--- src/rtl/if_stage_pkg.sv ---
// rtl/if_stage_pkg.sv - shared constants, field positions and helpers for the fetch stage
package if_stage_pkg;

  localparam logic [31:0] RESET_PC_DEFAULT = 32'h0000_3000;
  localparam int          IM_AW_DEFAULT    = 12;
  localparam logic [31:0] NOP              = 32'h0000_0000;

  localparam int IMM16_MSB = 15;
  localparam int IMM16_LSB = 0;
  localparam int INDEX_MSB = 25;
  localparam int INDEX_LSB = 0;

  typedef enum logic [1:0] {
    NPC_SEQ,
    NPC_BRANCH,
    NPC_JAL,
    NPC_JR
  } npc_sel_e;

  // Branch displacement: sign-extended word offset, converted to bytes.
  function automatic logic [31:0] branch_offset(input logic [31:0] instr);
    return {{14{instr[IMM16_MSB]}}, instr[IMM16_MSB:IMM16_LSB], 2'b00};
  endfunction

  function automatic logic [31:0] jal_target(input logic [31:0] pc4, input logic [31:0] instr);
    return {pc4[31:28], instr[INDEX_MSB:INDEX_LSB], 2'b00};
  endfunction

endpackage

--- src/rtl/if_stage_npc_calc.sv ---
// rtl/if_stage_npc_calc.sv - combinational next-PC select and target adders
// jr outranks jal, which outranks branch; the fall-through is pc+4.
module if_stage_npc_calc
  import if_stage_pkg::*;
(
  input  logic [31:0] pc,
  input  logic [31:0] id_pc,
  input  logic [31:0] id_instr,
  input  logic        branch,
  input  logic        jal,
  input  logic        jr,
  input  logic [31:0] jr_target,
  output logic [31:0] npc
);

  logic [31:0] id_pc4;
  logic [31:0] seq_pc;
  logic [31:0] br_pc;
  logic [31:0] jal_pc;
  npc_sel_e    sel;
  logic        unused_opcode;

  assign id_pc4        = id_pc + 32'd4;
  assign seq_pc        = pc + 32'd4;
  assign br_pc         = id_pc4 + branch_offset(id_instr);
  assign jal_pc        = jal_target(id_pc4, id_instr);
  assign unused_opcode = ^id_instr[31:26];

  always_comb begin
    sel = NPC_SEQ;
    if (jr)          sel = NPC_JR;
    else if (jal)    sel = NPC_JAL;
    else if (branch) sel = NPC_BRANCH;
  end

  always_comb begin
    npc = seq_pc;
    unique case (sel)
      NPC_JR:     npc = jr_target;
      NPC_JAL:    npc = jal_pc;
      NPC_BRANCH: npc = br_pc;
      default:    npc = seq_pc;
    endcase
  end

endmodule

--- src/rtl/if_stage.sv ---
// rtl/if_stage.sv - instruction fetch: PC register, ROM addressing and the IF/ID register
// Delayed-branch pipeline: the word fetched alongside a redirect always proceeds to ID.
module if_stage
  import if_stage_pkg::*;
#(
  parameter logic [31:0] RESET_PC = RESET_PC_DEFAULT,
  parameter int          IM_AW    = IM_AW_DEFAULT
) (
  input  logic             clk,
  input  logic             reset,
  input  logic             stall,
  input  logic             branch,
  input  logic             jal,
  input  logic             jr,
  input  logic [31:0]      jr_target,
  output logic [IM_AW-1:0] im_addr,
  input  logic [31:0]      im_rdata,
  output logic [31:0]      if_pc,
  output logic [31:0]      id_instr,
  output logic [31:0]      id_pc,
  output logic [31:0]      id_pc8
);

  // Computed 33 bits wide so a ROM ending exactly at 2^32 still compares correctly.
  localparam logic [32:0] IM_END = {1'b0, RESET_PC} + (33'd1 << (IM_AW + 2));

  logic [31:0] pc_off;
  logic        in_range;
  logic [31:0] fetch_word;
  logic [31:0] npc;
  logic        unused_off;

  assign pc_off     = if_pc - RESET_PC;
  assign im_addr    = pc_off[IM_AW+1:2];
  assign unused_off = ^{pc_off[31:IM_AW+2], pc_off[1:0]};

  assign in_range   = (if_pc >= RESET_PC) && ({1'b0, if_pc} < IM_END);
  assign fetch_word = in_range ? im_rdata : NOP;

  if_stage_npc_calc u_npc_calc (
    .pc        (if_pc),
    .id_pc     (id_pc),
    .id_instr  (id_instr),
    .branch    (branch),
    .jal       (jal),
    .jr        (jr),
    .jr_target (jr_target),
    .npc       (npc)
  );

  always_ff @(posedge clk) begin
    if (reset) begin
      if_pc    <= RESET_PC;
      id_instr <= NOP;
      id_pc    <= RESET_PC;
      id_pc8   <= RESET_PC + 32'd8;
    end else if (!stall) begin
      if_pc    <= npc;
      id_instr <= fetch_word;
      id_pc    <= if_pc;
      id_pc8   <= if_pc + 32'd8;
    end
  end

endmodule
--- config.mk ---
export PLATFORM = sky130hd
export DESIGN_NAME = if_stage
export DESIGN_NICKNAME = d
export VERILOG_FILES = /design/src/rtl/if_stage_pkg.sv /design/src/rtl/if_stage_npc_calc.sv /design/src/rtl/if_stage.sv
export SDC_FILE = /design/constraint.sdc
export NUM_CORES = 1
export LEC_CHECK = 0
export CAP_MARGIN = 20
export CORE_MARGIN = 1.5
export CORE_UTILIZATION = 43
export DETAILED_ROUTE_END_ITERATION = 16
export PLACE_DENSITY = 0.73
export SYNTH_ARGS = -nofsm -noshare
export SYNTH_HDL_FRONTEND = slang
export SYNTH_SLANG_ARGS = --single-unit
--- constraint.sdc ---
create_clock -name clk -period 9.43 [get_ports clk]
set_input_delay 0.943 -clock clk [delete_from_list [all_inputs] [get_ports clk]]
set_output_delay 0.943 -clock clk [all_outputs]
set_load 0.02 [all_outputs]
Yosys cells after proc, flatten, opt, wreduce, memory -nomap -nowiden
Index checks and enable logic that the tools add are counted.
{ "totals": {"regBits": 128, "inputBits": 70, "out_inout_bits": 140} }
{ "classes": {"n_addsub": 5, "n_lt_le_gt_ge": 2, "eq_ne": 3, "mux": 5, "n_reduce_logical": 1} }
{ "ops": {"columns": ["operator", "n"], "rows": [
  ["case mux 32 bit (3 select lines)", 1],
  ["adder 32 x 3 -> 32 bit, second input constant", 2],
  ["adder 32 bit", 1],
  ["adder 32 x 4 -> 32 bit, second input constant", 1],
  ["greater-or-equal comparator 32 x 14 -> 1 bit, second input constant", 1],
  ["< comparator 32 x 15 -> 1 bit, second input constant", 1],
  ["two-way mux 32 bit", 1],
  ["subtractor 14 bit, second input constant", 1],
  ["== test 2 bit, second input constant", 2],
  ["two-way mux 2 bit", 2],
  ["== test 2 x 1 -> 1 bit, second input constant", 1],
  ["logical AND 1 bit", 1],
  ["two-way mux 1 bit", 1]
]} }

Longest topological paths before layout
{ "depth": {"depth_word": 5, "mapped_depth": 18} }

Modules after synthesis
From an unflattened synthesis, not the netlist that was laid out.
{ "unflattened": {"cells_unflattened": 1018, "hier_area_um2": 8404.3} }
{ "modules_own_cells": {"columns": ["mod", "instances", "cells_per_inst", "area_each_um2"], "rows": [
  ["if_stage", 1, 532, 5128.7],
  ["if_stage_npc_calc", 1, 486, 3275.6]
]} }

Worst setup path after synthesis
Ideal clock, no wire load.
{ "synth_timing": {"path_kind": "flip-flop to flip-flop", "from": "register id_pc[4]", "to": "register if_pc[22]", "arrival_time_ns": 3.446, "t_required_ns": 9.311, "slack_ns": 5.866, "path_stages_with_launch": 17, "n_path_buf": 0, "period_less_slack_ns": 3.564, "path_cell_list": "dfxtp_1 -> and3_1 -> and2_1 -> nand4_1 -> nand2b_1 -> xnor2_1 -> ha_1 -> a211oi_1 -> nor2_1 -> o41ai_1 -> nor2_1 -> a211oi_2 -> o21bai_1 -> a21oi_1 -> xor2_1 -> a21oi_1 -> o221a_2"} }
{ "synth_between": {"elab_chain_cells": 3} }
{ "synth_rtl": {"columns": ["element", "line", "text"], "rows": [
  ["start, declared", "if_stage.sv:20", "output logic [31:0] id_pc,"],
  ["start signal, assigned", "if_stage.sv:60", "id_pc <= if_pc;"],
  ["adder 32 x 3 -> 32 bit", "if_stage_npc_calc.sv:23", "assign id_pc4 = id_pc + 32'd4;"],
  ["adder 32 bit", "if_stage_npc_calc.sv:25", "assign br_pc = id_pc4 + branch_offset(id_instr);"],
  ["case mux 32 bit (3 select lines)", "if_stage_npc_calc.sv:38", "unique case (sel)"],
  ["end signal, assigned", "if_stage.sv:58", "if_pc <= npc;"],
  ["end, declared", "if_stage.sv:18", "output logic [31:0] if_pc,"]
]} }
Every way passes these cells.
A chain may end at the register's enable or synchronous reset.

Final worst setup path
{ "layout_timing": {"from": "register id_pc[4]", "to": "register if_pc[29]"} }
{ "layout_between": {"elab_chain_cells": 3} }
{ "layout_rtl": {"columns": ["element", "line"], "rows": [
  ["adder 32 x 3 -> 32 bit *", "if_stage_npc_calc.sv:23"],
  ["adder 32 bit", "if_stage_npc_calc.sv:25"],
  ["case mux 32 bit (3 select lines) *", "if_stage_npc_calc.sv:38"]
]} }
Every way passes the cells marked *; elsewhere a longest branch is shown, timed or not.

==> flow_summary.ini <==
[worst_hold_path]
hold_start = id_pc8[5]
hold_path_class = reg -> reg
whs_path_depth = 2

[sta]
relSlewSlack_pct = 32.2
clock_skew_ns = 0.0112
finalSetupViolCount = 0
finalMaxSlewViolations = 0
period_minus_slack_ns = 4.26
setup_tns_ns = 0
tightestPinTransition_ns = 1.02
post-route-period-util_pct = 45.1
fmax_mhz = 235
grt_setup_unrepaired = no
finalHoldViolations = 0

[finish]
layout-drive-gt1-share_pct = 4.33
layout.nets = 1322
fin_util_pct = 57.9
diodes = 0
area_growth_pct = 32.6

[synthesis]
ys.flop_type = dfxtp_1
yosys.area_share.adder_pct = 6.26
ys_types = 64
synth_edf_count = 0
ys_warn_count = 0
synth_nets = 1167
synth_area_leaders = dfxtp_1 31%, nor2_1 7.4%, xnor2_1 7.0%, a21oi_1 6.7%, ha_1 6.0%
ys_seq_area_share_pct = 30.8
synthXorXnorAreaFrac_pct = 9.82
synthSimpleGateAreaFrac_pct = 20.9
synth_area_per_cell_um2 = 7.68
netlist_area_um2 = 8120
yosysTopAreaCell = dfxtp_1
synth_top_family_by_area = compound AO/OA/AOI/OAI gates
ys_ff_latch = 125
muxShareOfSynthArea_pct = 3.95
async_flop_share_pct = 0
synth-compound-area-share_pct = 22.1
synthCells = 1057
synth_top_cell_area_share_pct = 30.8

[routing]
avgViaCountPerCell = 5.84
wl_per_cell_um = 19.2
drtIter0Drc = 689
drc = 0
drt_first_pass_iters = 6
drt_wl_total_mm = 28.0
wl_met3_mm = 2.06
route.vias.total = 8513
ant_nets = 0
top_layer = met4
wl_met2_mm = 13.2
wl_met1_mm = 11.8

[power_and_ir_drop]
p_per_area_nw_per_um2 = 138
vdd_ir_drop_max_v = 0.000127
p_switching_uw = 417
seqPwrFrac_pct = 39.8
p_sw_share_pct = 28.2
internal-power_uw = 1060
power_frac_clock_pct = 43.7
comb_power_share_pct = 16.5
p_leak_uw = 0.00404

[worst_setup_path]
start_kind = register
path_class = reg -> reg
path_max_fanout = 6
crit_required_ns = 9.69
worstSetupEndpointType = register
rrSetupSlack_ns = 5.17
cp.arrival_ns = 4.52
worst_r2r_path_depth = 17
reg2reg_from = id_pc[4]
worstSetupStartpoint = id_pc[4]

[clock_network]
post_cts_buffers = 0
clk_latency_ns = 0.43
cts_tree = yes
path_clk_slew_ns = 0.06
cts_htree_levels = 4
numClockSinks = 125
hold_buffers = 0
cts_buffers = 17
cts_resized = 0
ctsRootBufferMaster = clkbuf_16
clk_path_buf_depth = 2

[flow_run]
max_cap_viol_count = 0

[floorplanning]
die_width_um = 140
die_area_um2 = 19700
die_h_um = 140
core_area_um2 = 18600
rows = 50
initial_utilization_pct = 43.7
num_io_pins = 210

[placed_design]
place_hpwl_mm = 20.3
gp_congestion = 0.962
numPortBuffers = 209

[status]
outcome = finished, final reports clean

[global_routing]
antenna_found_initial = 0
overflow = 0
grt.total_usage_pct = 28.6
grt_pass1_wl_mm = 44.2
grt_max_degree = 96
grt_pass1_vias = 8181
==> area by class of cell <==
type | count | area [um^2]
repair buffers | 216 | 2140
multi-input cells | 820 | 5130
flip-flops and latches | 125 | 2500
fillers | 1768 | 7820
clock buffers | 21 | 460
well taps | 234 | 293
inverters | 32 | 120
clock inverters | 10 | 114
==> cell usage in the layout (no fill, tap or decap), drive strengths merged, types with 3 or more instances in the layout <==
master | synthesis | final
a211oi | 21 | 21
a21o | 11 | 11
a21oi | 109 | 109
a221oi | 11 | 11
a22oi | 36 | 36
a31oi | 4 | 4
and2 | 6 | 6
and3 | 12 | 12
and4 | 7 | 7
buf | 30 | 10
clkbuf | 50 | 21
clkdlybuf4s50 | 0 | 206
clkinv | 1 | 7
dfxtp | 125 | 125
ha | 39 | 39
inv | 31 | 32
mux2i | 32 | 32
nand2 | 91 | 91
nand2b | 3 | 3
nand3 | 36 | 36
nand4 | 21 | 21
nor2 | 161 | 161
nor3 | 13 | 13
nor4 | 7 | 7
o211ai | 3 | 3
o21a | 4 | 4
o21ai | 43 | 43
o21bai | 7 | 7
o221a | 3 | 3
o221ai | 7 | 7
o22ai | 6 | 6
o31ai | 3 | 3
or3 | 8 | 8
xnor2 | 65 | 65
xor2 | 26 | 26
==> cells in the mapped netlist, types with 2 or more instances <==
master and instances:
buf_4 14, a31oi_1 4, a211oi_1 20, o21bai_1 7, o22ai_1 6, buf_2 3
o211ai_1 3, and4_1 6, nand3_1 36, or3_1 7, nand3b_1 2, nand2b_1 3
o31ai_1 3, clkbuf_1 50, mux2i_1 32, buf_6 2, and2_1 5, o21a_1 4
dfxtp_1 125, nand2_1 90, ha_1 39, xnor2_1 65, and3_1 11, a41oi_1 2
nor3_1 12, nor4b_1 2, a21oi_1 109, o21ai_0 43, o221ai_1 7, nor3b_1 2
nor2_1 161, buf_1 11, inv_1 31, nor4_1 7, xor2_1 26, o41ai_1 2
a21o_1 11, nand4_1 21, o221a_2 3, o2bb2ai_1 2, a22oi_1 36, a221oi_1 10
==> worst paths after layout <==
check / end
min reg2reg: id_pc8[5]
max reg2reg: if_pc[29]
max: if_pc[29]
min: id_pc8[5]
==> routing by layer <==
layer  vias up  GRT usage [%]
met2       393           47.6
met3        69           6.22
met1      3993           35.6
met5         -              0
met4         0           12.6
li1       4058              -
==> cells by family after synthesis <==
logic type,after synthesis
fa+ha+maj,40
mux,32
flops,125
buf+inv,112
xor+xnor,91
simple gates,374
compound gates,283
==> registers in the layout (all words and copies together), names as in the netlist <==
signal    count
id_pc        32
id_instr     32
if_pc        32
id_pc8       29
==> metrics by stage <==
step | instance area, um^2 | setup slack (ns) | power (uW) | hold slack (ns) | cells
after CTS | 10800 | 5.29 | 1490 | 0.470 | 1458
after global placement | 10200 | 5.44 | 840 | 0.458 | 1427
after floorplan | 8120 | 5.87 | 728 | 0.541 | 1057
after global routing | 10800 | 4.90 | 1530 | 0.483 | 1458
after detailed placement | 10200 | 5.33 | 842 | 0.461 | 1427
final | 10800 | 5.17 | 1480 | 0.463 | 1458
==> power by group through the flow <==
| stage | registers [uW] | logic, uW | clock network [uW] |
|---|---|---|---|
| after detailed placement | 600 | 242 | 0 |
| final | 589 | 244 | 646 |
| after floorplan | 605 | 123 | 0 |
| after CTS | 588 | 243 | 654 |
| after global placement | 600 | 240 | 0 |
| after global routing | 592 | 264 | 678 |
==> worst max-delay path: stages, from the launching register on <==
cell and delay, ns:
dfxtp_1 0.42, and3_1 0.20, and2_1 0.17, and3_1 0.23, nand3_1 0.18, nor3_1 0.73, nand3_1 0.18, xnor2_1 0.24
ha_1 0.30, a21oi_1 0.21, o21ai_0 0.12, a21o_1 0.18, a21oi_1 0.15, o211ai_1 0.11, a21oi_1 0.16, xnor2_1 0.08
a221oi_1 0.28, a211oi_1 0.12
Note: power is estimated with default switching activity, not from simulation.
